--- config.mk ---
export PLATFORM = sky130hd
export DESIGN_NAME = ddr_refresh_sched_flat
export DESIGN_NICKNAME = d
export VERILOG_FILES = /design/src/rtl/ddr_refresh_pkg.sv /design/src/rtl/ddr_refresh_sched_if.sv /design/src/rtl/ddr_refresh_rank.sv /design/src/rtl/ddr_refresh_sched.sv /design/src/flat_wrapper.sv
export SDC_FILE = /design/constraint.sdc
export NUM_CORES = 1
export LEC_CHECK = 0
export ABC_AREA = 1
export CORE_MARGIN = 5
export CORE_UTILIZATION = 48
export CTS_BUF_LIST = sky130_fd_sc_hd__clkbuf_4 sky130_fd_sc_hd__clkbuf_8
export DETAILED_ROUTE_END_ITERATION = 8
export PLACE_DENSITY = 0.78
export SLEW_MARGIN = 40
export SYNTH_ARGS = -nofsm -noshare
export SYNTH_HDL_FRONTEND = slang
export SYNTH_SLANG_ARGS = --single-unit
--- constraint.sdc ---
create_clock -name clk -period 1.99 [get_ports clk]
set_input_delay 0.199 -clock clk [delete_from_list [all_inputs] [get_ports clk]]
set_output_delay 0.199 -clock clk [all_outputs]
set_load 0.005 [all_outputs]
--- src/rtl/ddr_refresh_pkg.sv ---
// rtl/ddr_refresh_pkg.sv - shared constants and sizing helpers for the DDR refresh scheduler
package ddr_refresh_pkg;

  localparam int NEED_THRESH_DEF = 8;
  localparam int PEND_WIDTH_DEF  = 5;
  localparam int PEND_SAT_DEF    = (1 << PEND_WIDTH_DEF) - 1;

  function automatic int idx_width(input int n);
    return (n > 1) ? $clog2(n) : 1;
  endfunction

  function automatic int pend_max(input int w);
    return (1 << w) - 1;
  endfunction

endpackage

--- src/rtl/ddr_refresh_sched_if.sv ---
// rtl/ddr_refresh_sched_if.sv - scheduler <-> command sequencer signal bundle
interface ddr_refresh_sched_if #(
  parameter int NUM_RANKS    = 2,
  parameter int PERIOD_WIDTH = 10
);
  import ddr_refresh_pkg::*;

  localparam int RW = idx_width(NUM_RANKS);

  logic [PERIOD_WIDTH-1:0] refresh_period;
  logic                    set;
  logic [NUM_RANKS-1:0]    rank_en;
  logic                    idle;
  logic [NUM_RANKS-1:0]    grant;
  logic [NUM_RANKS-1:0]    want;
  logic [NUM_RANKS-1:0]    need;
  logic                    sel_valid;
  logic [RW-1:0]           sel_rank;
  logic [NUM_RANKS-1:0]    overflow;

  modport master (
    output refresh_period, set, rank_en, idle, grant,
    input  want, need, sel_valid, sel_rank, overflow
  );

  modport slave (
    input  refresh_period, set, rank_en, idle, grant,
    output want, need, sel_valid, sel_rank, overflow
  );

endinterface

--- src/rtl/ddr_refresh_rank.sv ---
// rtl/ddr_refresh_rank.sv - per-rank interval timer, pending counter and overflow flag
// Optional pull-in credit enabled by DDR_REFRESH_PULLIN_EN.
module ddr_refresh_rank import ddr_refresh_pkg::*; #(
  parameter int RANK_IDX     = 0,
  parameter int NUM_RANKS    = 2,
  parameter int PERIOD_WIDTH = 10,
  parameter int PEND_WIDTH   = PEND_WIDTH_DEF,
  parameter int NEED_THRESH  = NEED_THRESH_DEF,
  parameter int MAX_PULLIN   = 8
) (
  input  logic                    clk,
  input  logic                    rst,
  input  logic                    set,
  input  logic                    cry,
  input  logic                    en,
  input  logic                    grant,
`ifdef DDR_REFRESH_PULLIN_EN
  input  logic                    idle,
`endif
  input  logic [PERIOD_WIDTH-1:0] refresh_period,
  output logic                    want,
  output logic                    pend_want,
  output logic                    need,
  output logic                    overflow
);

  localparam int SHIFT = $clog2(NUM_RANKS);
  localparam logic [PEND_WIDTH-1:0] PEND_SAT = PEND_WIDTH'(pend_max(PEND_WIDTH));

  logic [PERIOD_WIDTH-1:0] cnt;
  logic [PERIOD_WIDTH-1:0] stagger;
  logic [PEND_WIDTH-1:0]   pending;
  logic                    over;
  logic                    due;
  logic                    use_credit;
  logic                    inc;
  logic                    dec;

  // Spread ranks evenly across one interval so their REFs do not bunch up.
  assign stagger = PERIOD_WIDTH'(RANK_IDX) * (refresh_period >> SHIFT);
  assign over    = (cnt == '0) && cry && en;

  always_ff @(posedge clk or posedge rst) begin
    if (rst) begin
      cnt <= '0;
      due <= 1'b0;
    end else if (set) begin
      cnt <= stagger;
      due <= 1'b0;
    end else begin
      due <= over;
      if (over)
        cnt <= refresh_period;
      else if (cry && en)
        cnt <= cnt - 1'b1;
    end
  end

  assign inc = due && !grant && !use_credit;
  assign dec = !due && grant && (pending != '0);

  always_ff @(posedge clk or posedge rst) begin
    if (rst) begin
      pending  <= '0;
      overflow <= 1'b0;
    end else if (set) begin
      pending  <= '0;
      overflow <= 1'b0;
    end else if (!en) begin
      pending <= '0;
    end else if (inc) begin
      if (pending == PEND_SAT)
        overflow <= 1'b1;
      else
        pending <= pending + 1'b1;
    end else if (dec) begin
      pending <= pending - 1'b1;
    end
  end

  assign need      = en && (pending >= PEND_WIDTH'(NEED_THRESH));
  assign pend_want = en && (pending != '0);

`ifdef DDR_REFRESH_PULLIN_EN
  localparam int CW = $clog2(MAX_PULLIN + 1);

  logic [CW-1:0] credit;
  logic          pull_want;

  assign use_credit = due && (credit != '0);

  always_ff @(posedge clk or posedge rst) begin
    if (rst)
      credit <= '0;
    else if (set || !en)
      credit <= '0;
    else if (grant && !due && (pending == '0) && (credit != CW'(MAX_PULLIN)))
      credit <= credit + 1'b1;
    else if (use_credit && !grant)
      credit <= credit - 1'b1;
  end

  assign pull_want = en && idle && (pending == '0) && (credit < CW'(MAX_PULLIN));
  assign want      = pend_want | pull_want;
`else
  localparam int unused_pullin_cap = MAX_PULLIN;

  assign use_credit = 1'b0;
  assign want       = pend_want;
`endif

endmodule

--- src/rtl/ddr_refresh_sched.sv ---
// rtl/ddr_refresh_sched.sv - multi-rank refresh scheduler: prescaler, rank timers, round-robin select
// Optional pull-in credit enabled by DDR_REFRESH_PULLIN_EN.
module ddr_refresh_sched import ddr_refresh_pkg::*; #(
  parameter int NUM_RANKS    = 2,
  parameter int PERIOD_WIDTH = 10,
  parameter int PRE_DIV_BITS = 4,
  parameter int PEND_WIDTH   = PEND_WIDTH_DEF,
  parameter int NEED_THRESH  = NEED_THRESH_DEF,
  parameter int MAX_PULLIN   = 8
) (
  input logic                clk,
  input logic                rst,
  ddr_refresh_sched_if.slave bus
);

  localparam int RW = idx_width(NUM_RANKS);

  logic [PRE_DIV_BITS-1:0] pre_div;
  logic                    cry;
  logic [NUM_RANKS-1:0]    want;
  logic [NUM_RANKS-1:0]    pend_want;
  logic [NUM_RANKS-1:0]    need;
  logic [NUM_RANKS-1:0]    ovf;
  logic [NUM_RANKS-1:0]    cand;
  logic [RW-1:0]           rr_ptr;
  logic [RW-1:0]           rr_next;
  logic [RW-1:0]           sel;

  always_ff @(posedge clk or posedge rst) begin
    if (rst) begin
      pre_div <= '0;
      cry     <= 1'b0;
    end else if (bus.set) begin
      pre_div <= '0;
      cry     <= 1'b0;
    end else begin
      pre_div <= pre_div + 1'b1;
      cry     <= &pre_div;
    end
  end

  for (genvar r = 0; r < NUM_RANKS; r++) begin : g_rank
    ddr_refresh_rank #(
      .RANK_IDX     (r),
      .NUM_RANKS    (NUM_RANKS),
      .PERIOD_WIDTH (PERIOD_WIDTH),
      .PEND_WIDTH   (PEND_WIDTH),
      .NEED_THRESH  (NEED_THRESH),
      .MAX_PULLIN   (MAX_PULLIN)
    ) u_rank (
      .clk            (clk),
      .rst            (rst),
      .set            (bus.set),
      .cry            (cry),
      .en             (bus.rank_en[r]),
      .grant          (bus.grant[r]),
`ifdef DDR_REFRESH_PULLIN_EN
      .idle           (bus.idle),
`endif
      .refresh_period (bus.refresh_period),
      .want           (want[r]),
      .pend_want      (pend_want[r]),
      .need           (need[r]),
      .overflow       (ovf[r])
    );
  end

`ifndef DDR_REFRESH_PULLIN_EN
  logic unused_idle;
  assign unused_idle = bus.idle;
`endif

  // Priority classes: need, then real pending, then pull-in opportunity.
  always_comb begin
    cand = '0;
    sel  = '0;
    if (|need)
      cand = need;
    else if (|pend_want)
      cand = pend_want;
    else
      cand = want;
    for (int i = NUM_RANKS - 1; i >= 0; i--) begin
      if (cand[(int'(rr_ptr) + i) % NUM_RANKS])
        sel = RW'((int'(rr_ptr) + i) % NUM_RANKS);
    end
  end

  always_comb begin
    rr_next = rr_ptr;
    for (int i = 0; i < NUM_RANKS; i++) begin
      if (bus.grant[i])
        rr_next = RW'((i + 1) % NUM_RANKS);
    end
  end

  always_ff @(posedge clk or posedge rst) begin
    if (rst)
      rr_ptr <= '0;
    else if (bus.set)
      rr_ptr <= '0;
    else
      rr_ptr <= rr_next;
  end

  assign bus.want      = want;
  assign bus.need      = need;
  assign bus.sel_valid = |want;
  assign bus.sel_rank  = sel;
  assign bus.overflow  = ovf;

endmodule

--- src/flat_wrapper.sv ---
// flat-port wrapper written by rule: the top's interface ports become plain ports
module ddr_refresh_sched_flat import ddr_refresh_pkg::*;
#(
  parameter int NUM_RANKS    = 2,
  parameter int PERIOD_WIDTH = 10,
  parameter int PRE_DIV_BITS = 4,
  parameter int PEND_WIDTH   = PEND_WIDTH_DEF,
  parameter int NEED_THRESH  = NEED_THRESH_DEF,
  parameter int MAX_PULLIN   = 8
)
  (clk, rst, bus_refresh_period, bus_set, bus_rank_en, bus_idle, bus_grant, bus_want, bus_need, bus_sel_valid, bus_sel_rank, bus_overflow);
  ddr_refresh_sched_if #(.NUM_RANKS(NUM_RANKS), .PERIOD_WIDTH(PERIOD_WIDTH)) bus_i ();
  input logic clk;
  input logic rst;
  input wire logic [$bits(bus_i.refresh_period)-1:0] bus_refresh_period;
  input wire logic [$bits(bus_i.set)-1:0] bus_set;
  input wire logic [$bits(bus_i.rank_en)-1:0] bus_rank_en;
  input wire logic [$bits(bus_i.idle)-1:0] bus_idle;
  input wire logic [$bits(bus_i.grant)-1:0] bus_grant;
  output wire logic [$bits(bus_i.want)-1:0] bus_want;
  output wire logic [$bits(bus_i.need)-1:0] bus_need;
  output wire logic [$bits(bus_i.sel_valid)-1:0] bus_sel_valid;
  output wire logic [$bits(bus_i.sel_rank)-1:0] bus_sel_rank;
  output wire logic [$bits(bus_i.overflow)-1:0] bus_overflow;
  assign bus_i.refresh_period = bus_refresh_period;
  assign bus_i.set = bus_set;
  assign bus_i.rank_en = bus_rank_en;
  assign bus_i.idle = bus_idle;
  assign bus_i.grant = bus_grant;
  assign bus_want = bus_i.want;
  assign bus_need = bus_i.need;
  assign bus_sel_valid = bus_i.sel_valid;
  assign bus_sel_rank = bus_i.sel_rank;
  assign bus_overflow = bus_i.overflow;
  ddr_refresh_sched #(.NUM_RANKS(NUM_RANKS), .PERIOD_WIDTH(PERIOD_WIDTH), .PRE_DIV_BITS(PRE_DIV_BITS), .PEND_WIDTH(PEND_WIDTH), .NEED_THRESH(NEED_THRESH), .MAX_PULLIN(MAX_PULLIN)) u_core (.clk(clk), .rst(rst), .bus(bus_i));
endmodule
Word level (Yosys, flattened, before mapping)
Index checks and enable logic that the tools add are counted.
- equality and inequality tests: 6
- magnitude comparators: 4
- reductions and logical operators: 40
- bitwise gates (word level): 1
- muxes and demuxes: 39
- add/sub/neg operators: 8
- operators with widths (kind ; count):
    10-bit two-way mux ; 6
    5-bit two-way mux ; 10
    1-bit two-way mux ; 21
    10-bit logical NOT ; 2
    10-bit by 1-bit subtractor with 10-bit output (second input constant) ; 2
    1-bit logical AND ; 16
    2-bit nonzero test ; 6
    5-bit by 1-bit adder with 5-bit output (second input constant) ; 2
    5-bit equality test (second input constant) ; 2
    5-bit by 4-bit >= comparator with 1-bit output (second input constant) ; 2
    5-bit nonzero test ; 2
    5-bit by 1-bit subtractor with 5-bit output (second input constant) ; 2
    3-bit nonzero test ; 3
    4-bit by 2-bit inequality test with 1-bit output (second input constant) ; 2
    4-bit inequality test (second input constant) ; 2
    3-bit AND reduction ; 2
    4-bit by 1-bit adder with 4-bit output (second input constant) ; 1
    1-bit logical NOT ; 4
    4-bit two-way mux ; 1
    2-bit AND reduction ; 2
    4-bit AND reduction ; 1
    2-bit OR reduction ; 2
    2-bit by 3-bit less-than comparator with 1-bit output (second input constant) ; 1
    1-bit by 2-bit less-than comparator with 1-bit output (second input constant) ; 1
    other kinds (3) ; 3
- word-level logic and storage cells: 109
- output and inout port bits: 8
- bits in registers: 40

Logic depth before layout (Yosys ltp)
- word-level depth: 9
- gate-level depth with buffers: 12
- mapped depth without buffers: 12

Hierarchy
A second synthesis with hierarchy kept.
- cells, all modules: 424
- area, all modules: 2935.3 µm²
- modules (own cells, without submodules) (module ; cells an instance ; area each (µm²) ; instances):
    ddr_refresh_rank (u_core.g_rank[1].u_rank) ; 202 ; 1383.8 ; 1
    ddr_refresh_rank (u_core.g_rank[0].u_rank) ; 185 ; 1260.0 ; 1
    ddr_refresh_sched ; 37 ; 291.5 ; 1

Least setup slack after synthesis
OpenSTA, ideal clock, no wires.
- path type: reg2reg
- from: register u_core.g_rank[0].u_rank.due
- to: register u_core.g_rank[0].u_rank.pending[4]
- setup time: 0.119 ns
- period minus slack after synthesis: 1.487 ns
- required time: 1.871 ns
- cell stages (with the launch flop): 8
- path buffers: 0
- arrival: 1.368 ns
- slack: 0.503 ns
- cell sequence: dfrtp_1 nand2_1 fa_1 a21oi_1 o21bai_1 xor2_1 nand3_1 nand2_1
- word-level cells in the longest chain between the ends: 5
- elaborated cells between the ends (all ways): 10
- classes of those cells: eq/ne: 2; mux: 3; reduce/logical: 5
- ends and longest elaborated chain (what ; line ; source):
    from (decl) ; ddr_refresh_rank.sv:34 ; logic due;
    from (signal assigned) ; ddr_refresh_rank.sv:51 ; due <= over;
    1-bit logical NOT ; ddr_refresh_rank.sv:60 ; assign dec = !due && grant && (pending != '0);
    1-bit logical AND (2 in series) ; ddr_refresh_rank.sv:60 ;
    4-bit by 2-bit inequality test with 1-bit output (no line) ; -- ;
    2-bit AND reduction (no line) ; -- ;
    to (signal assigned) ; ddr_refresh_rank.sv:75 ; pending <= pending + 1'b1;
    to (signal assigned) ; ddr_refresh_rank.sv:77 ; pending <= pending - 1'b1;
    to (decl) ; ddr_refresh_rank.sv:32 ; logic [PEND_WIDTH-1:0] pending;
Several ways; a longest one is shown, not always the timed one.
A chain may end at the register's enable or synchronous reset.

Final worst setup path
- from: register u_core.g_rank[1].u_rank.pending[4]
- to: output bus_sel_valid
- word-level cells in the longest chain between the ends: 3
- ends and longest elaborated chain (what ; line ; source):
    from (decl) ; ddr_refresh_rank.sv:32 ;
    from (signal assigned) ; ddr_refresh_rank.sv:75 ;
    from (signal assigned) ; ddr_refresh_rank.sv:77 ;
    5-bit nonzero test ; ddr_refresh_rank.sv:82 ; assign pend_want = en && (pending != '0);
    1-bit logical AND ; ddr_refresh_rank.sv:82 ;
    2-bit OR reduction ; -- ;
    to (decl) ; flat_wrapper.sv:22 ; output wire logic [$bits(bus_i.sel_valid)-1:0] bus_sel_valid;
No other way between the ends.

==> impl_metrics.yaml <==
global_routing:
  grt_start_max_net_pins: 41
  grt_pass1_wl_um: 11000
  gr-total-overflow: 0
  grt_pass1_vias: 2482
  antenna_found_initial: 0
  grtUsageTotal_pct: 17.9
sta:
  slew_viol_final: 0
  slew-limit-headroom_pct: 65.4
  hold_ws_ps: 334
  timing.final.crit_share_pct: 93.7
  hold_violations: 0
  setup_viol: 0
  fin_crit_ps: 1860
  finalClockSkew_ps: 4.57
  setup_ws_ps: 126
  clock.fmax_ghz: 0.537
  worst_slew_pin_slew_ps: 520
synth:
  synth_ff_type: "dfrtp_1"
  synthCells: 401
  syn_area_um2: 2870
  async_reset_ff_share_pct: 100
  avgSynthCellArea_um2: 7.15
  synth-edff-count: 0
  ys_types: 35
  yosysSeqAreaShare_pct: 34.9
  ys_ff_latch: 40
  synth_warnings: 0
  syn_nets: 432
pwr:
  power_density_nw_per_um2: 661
  total_power_w: 0.00219
  ir_worst_vdd_uv: 468
  cellLeakagePower_nw: 1.68
detailed_routing:
  via_per_inst: 5.29
  highest_layer: "met4"
  drt_iter0_drc: 210
  wl_per_cell_um: 12.7
  wl_met3_um: 430
  wl_met2_um: 3050
  drt-total-wl_um: 6480
  vias: 2691
  drt_pass1_iterations: 4
  met1_length_um: 2900
  ant_nets: 0
  post-route-drc-count: 0
clock_tree:
  root_buffer: "clkbuf_8"
  cts_tree: "yes"
  htree_levels: 2
  cts_hold_buf: 0
  clk_latency_ps: 290
  cts_buffer_depth: 2
  clk_pin_slew_ps: 80
  cts.sinks: 40
  cts-buffers-inserted: 5
floorplanning:
  initial_core_util_pct: 49.0
  die-width_um: 87.3
  die_area_um2: 7620
  io-pin-count: 26
  die_height_um: 87.3
  core_um2: 5850
  num_rows: 28
worst_setup_path:
  startpoint_type: "flop"
  path_class: "reg2out"
  critPathMaxFanout: 5
  cp.arrival_ps: 1660
  crit_required_ps: 1790
  crit_path_end_kind: "primary output"
finish:
  final_cell_mix: "nand2_1 (114), inv_1 (59), dfrtp_1 (38), nand3_1 (31), nor2_1 (27)"
  drive_gt1_share_pct: 10.8
  syn_to_final_growth_pct: 15.4
  design_area_um2: 3310
  layout_commonest_cell: "nand2_1"
  fillers: 548
  fin_nets: 465
  n_antenna_cell: 0
place:
  hpwl_um: 4830
  portBuffers: 24
  pre_cts_slack_ps: 4.72
  placed_cell_area_um2: 3190
  gp_congestion: 0.855
worst_hold_path:
  hp-class: "in2async"
job:
  cap_viol_max_count: 0
status:
  status: "finished, final reports clean"
report_power, final:
group	switching [W]	total, W	internal [W]
clock	0.000291	0.000528	0.000238
combinational	0.000400	0.000681	0.000281
sequential	0.0000820	0.000978	0.000896
total	0.000773	0.00219	0.00141
critical path, stage by stage (launching register included):
cell and delay [ps]:
dfrtp_2 440, nor2_1 150, nand4_1 130, nand2_1 150
nand2_1 60, clkdlybuf4s50_1 440
area by class of cell:
type / count / area (um2) / area share, %
multi-input cells: 288 / 1560 / 47.2
repair buffers: 37 / 337 / 10.2
flip-flops and latches: 40 / 1000 / 30.3
well taps: 75 / 93.8 / 2.84
clock inverters: 2 / 12.5 / 0.378
inverters: 62 / 233 / 7.03
clock buffers: 5 / 68.8 / 2.08
final timing paths:
path                       cells after the start                            endpoint  slack (ps)                          startpoint
max                                            5                       bus_sel_valid         130  u_core.g_rank[1].u_rank.pending[4]
min                                            3  u_core.g_rank[0].u_rank.pending[4]         330                                 rst
max reg2reg                                   11      u_core.g_rank[1].u_rank.cnt[4]         230      u_core.g_rank[1].u_rank.cnt[0]
min reg2reg                                    1                   u_core.pre_div[0]         460                   u_core.pre_div[0]
max in group asynchronous                      3  u_core.g_rank[1].u_rank.pending[4]        1280                                 rst
min in group clk                               1                   u_core.pre_div[0]         460                   u_core.pre_div[0]
flip-flops by register name, indices dropped and copies added (netlist names):
signal                         flops
u_core.rr_ptr                      1
u_core.g_rank.u_rank.due           2
u_core.g_rank.u_rank.pending      10
u_core.g_rank.u_rank.cnt          20
u_core.cry                         1
u_core.pre_div                     4
u_core.g_rank.u_rank.overflow      2
through the flow:
stage	setup TNS [ps]	cells	utilization [%]
floorplan	0	401	-
global placement	0	498	54.5
detailed placement	0	498	54.5
CTS	0	505	55.9
global route	-10.2	509	56.6
finish	0	509	56.6
what timing repair did:
| item | 4_1_cts | 5_1_grt |
|---|---|---|
| gates cloned | 0 | 1 |
| setup endpoints to repair | 1 | 13 |
| setup buffers | 0 | 3 |
| pin swaps | 0 | 1 |
| resized for setup | 1 | 5 |
logic make-up after synthesis:
family          count (synthesis)  synth area share (%)
fa+ha+maj                      13                  6.20
xor+xnor                       11                  3.36
simple gates                  215                  34.6
flops                          40                  34.9
compound gates                 48                  9.73
buf+inv                        74                  11.2
layer usage:
metal  track usage, %  vias to the layer above
li1                 -                     1345
met1             24.1                     1255
met2             29.2                       82
met3             3.88                        9
met4             4.46                        0
met5                0                        -
cells in the mapped netlist, types with 2 or more instances:
library cell	n	area, um2
nand2_4	2	22.5
nand2_2	3	18.8
buf_6	2	22.5
o21bai_1	2	15.0
inv_2	2	7.51
ha_1	11	138
o211ai_1	3	22.5
a21oi_1	17	85.1
nor2_2	5	31.3
nand4_1	19	119
buf_4	7	52.6
fa_1	2	40.0
nor3_1	4	20.0
inv_1	59	221
nand3_1	31	155
buf_2	2	10.0
xor2_1	11	96.3
nor2_1	28	105
o21ai_0	15	75.1
o21ai_1	4	20.0
nand2_1	115	432
dfrtp_1	40	1000
nor2_4	5	56.3
Power figures use the tool's default switching activity.
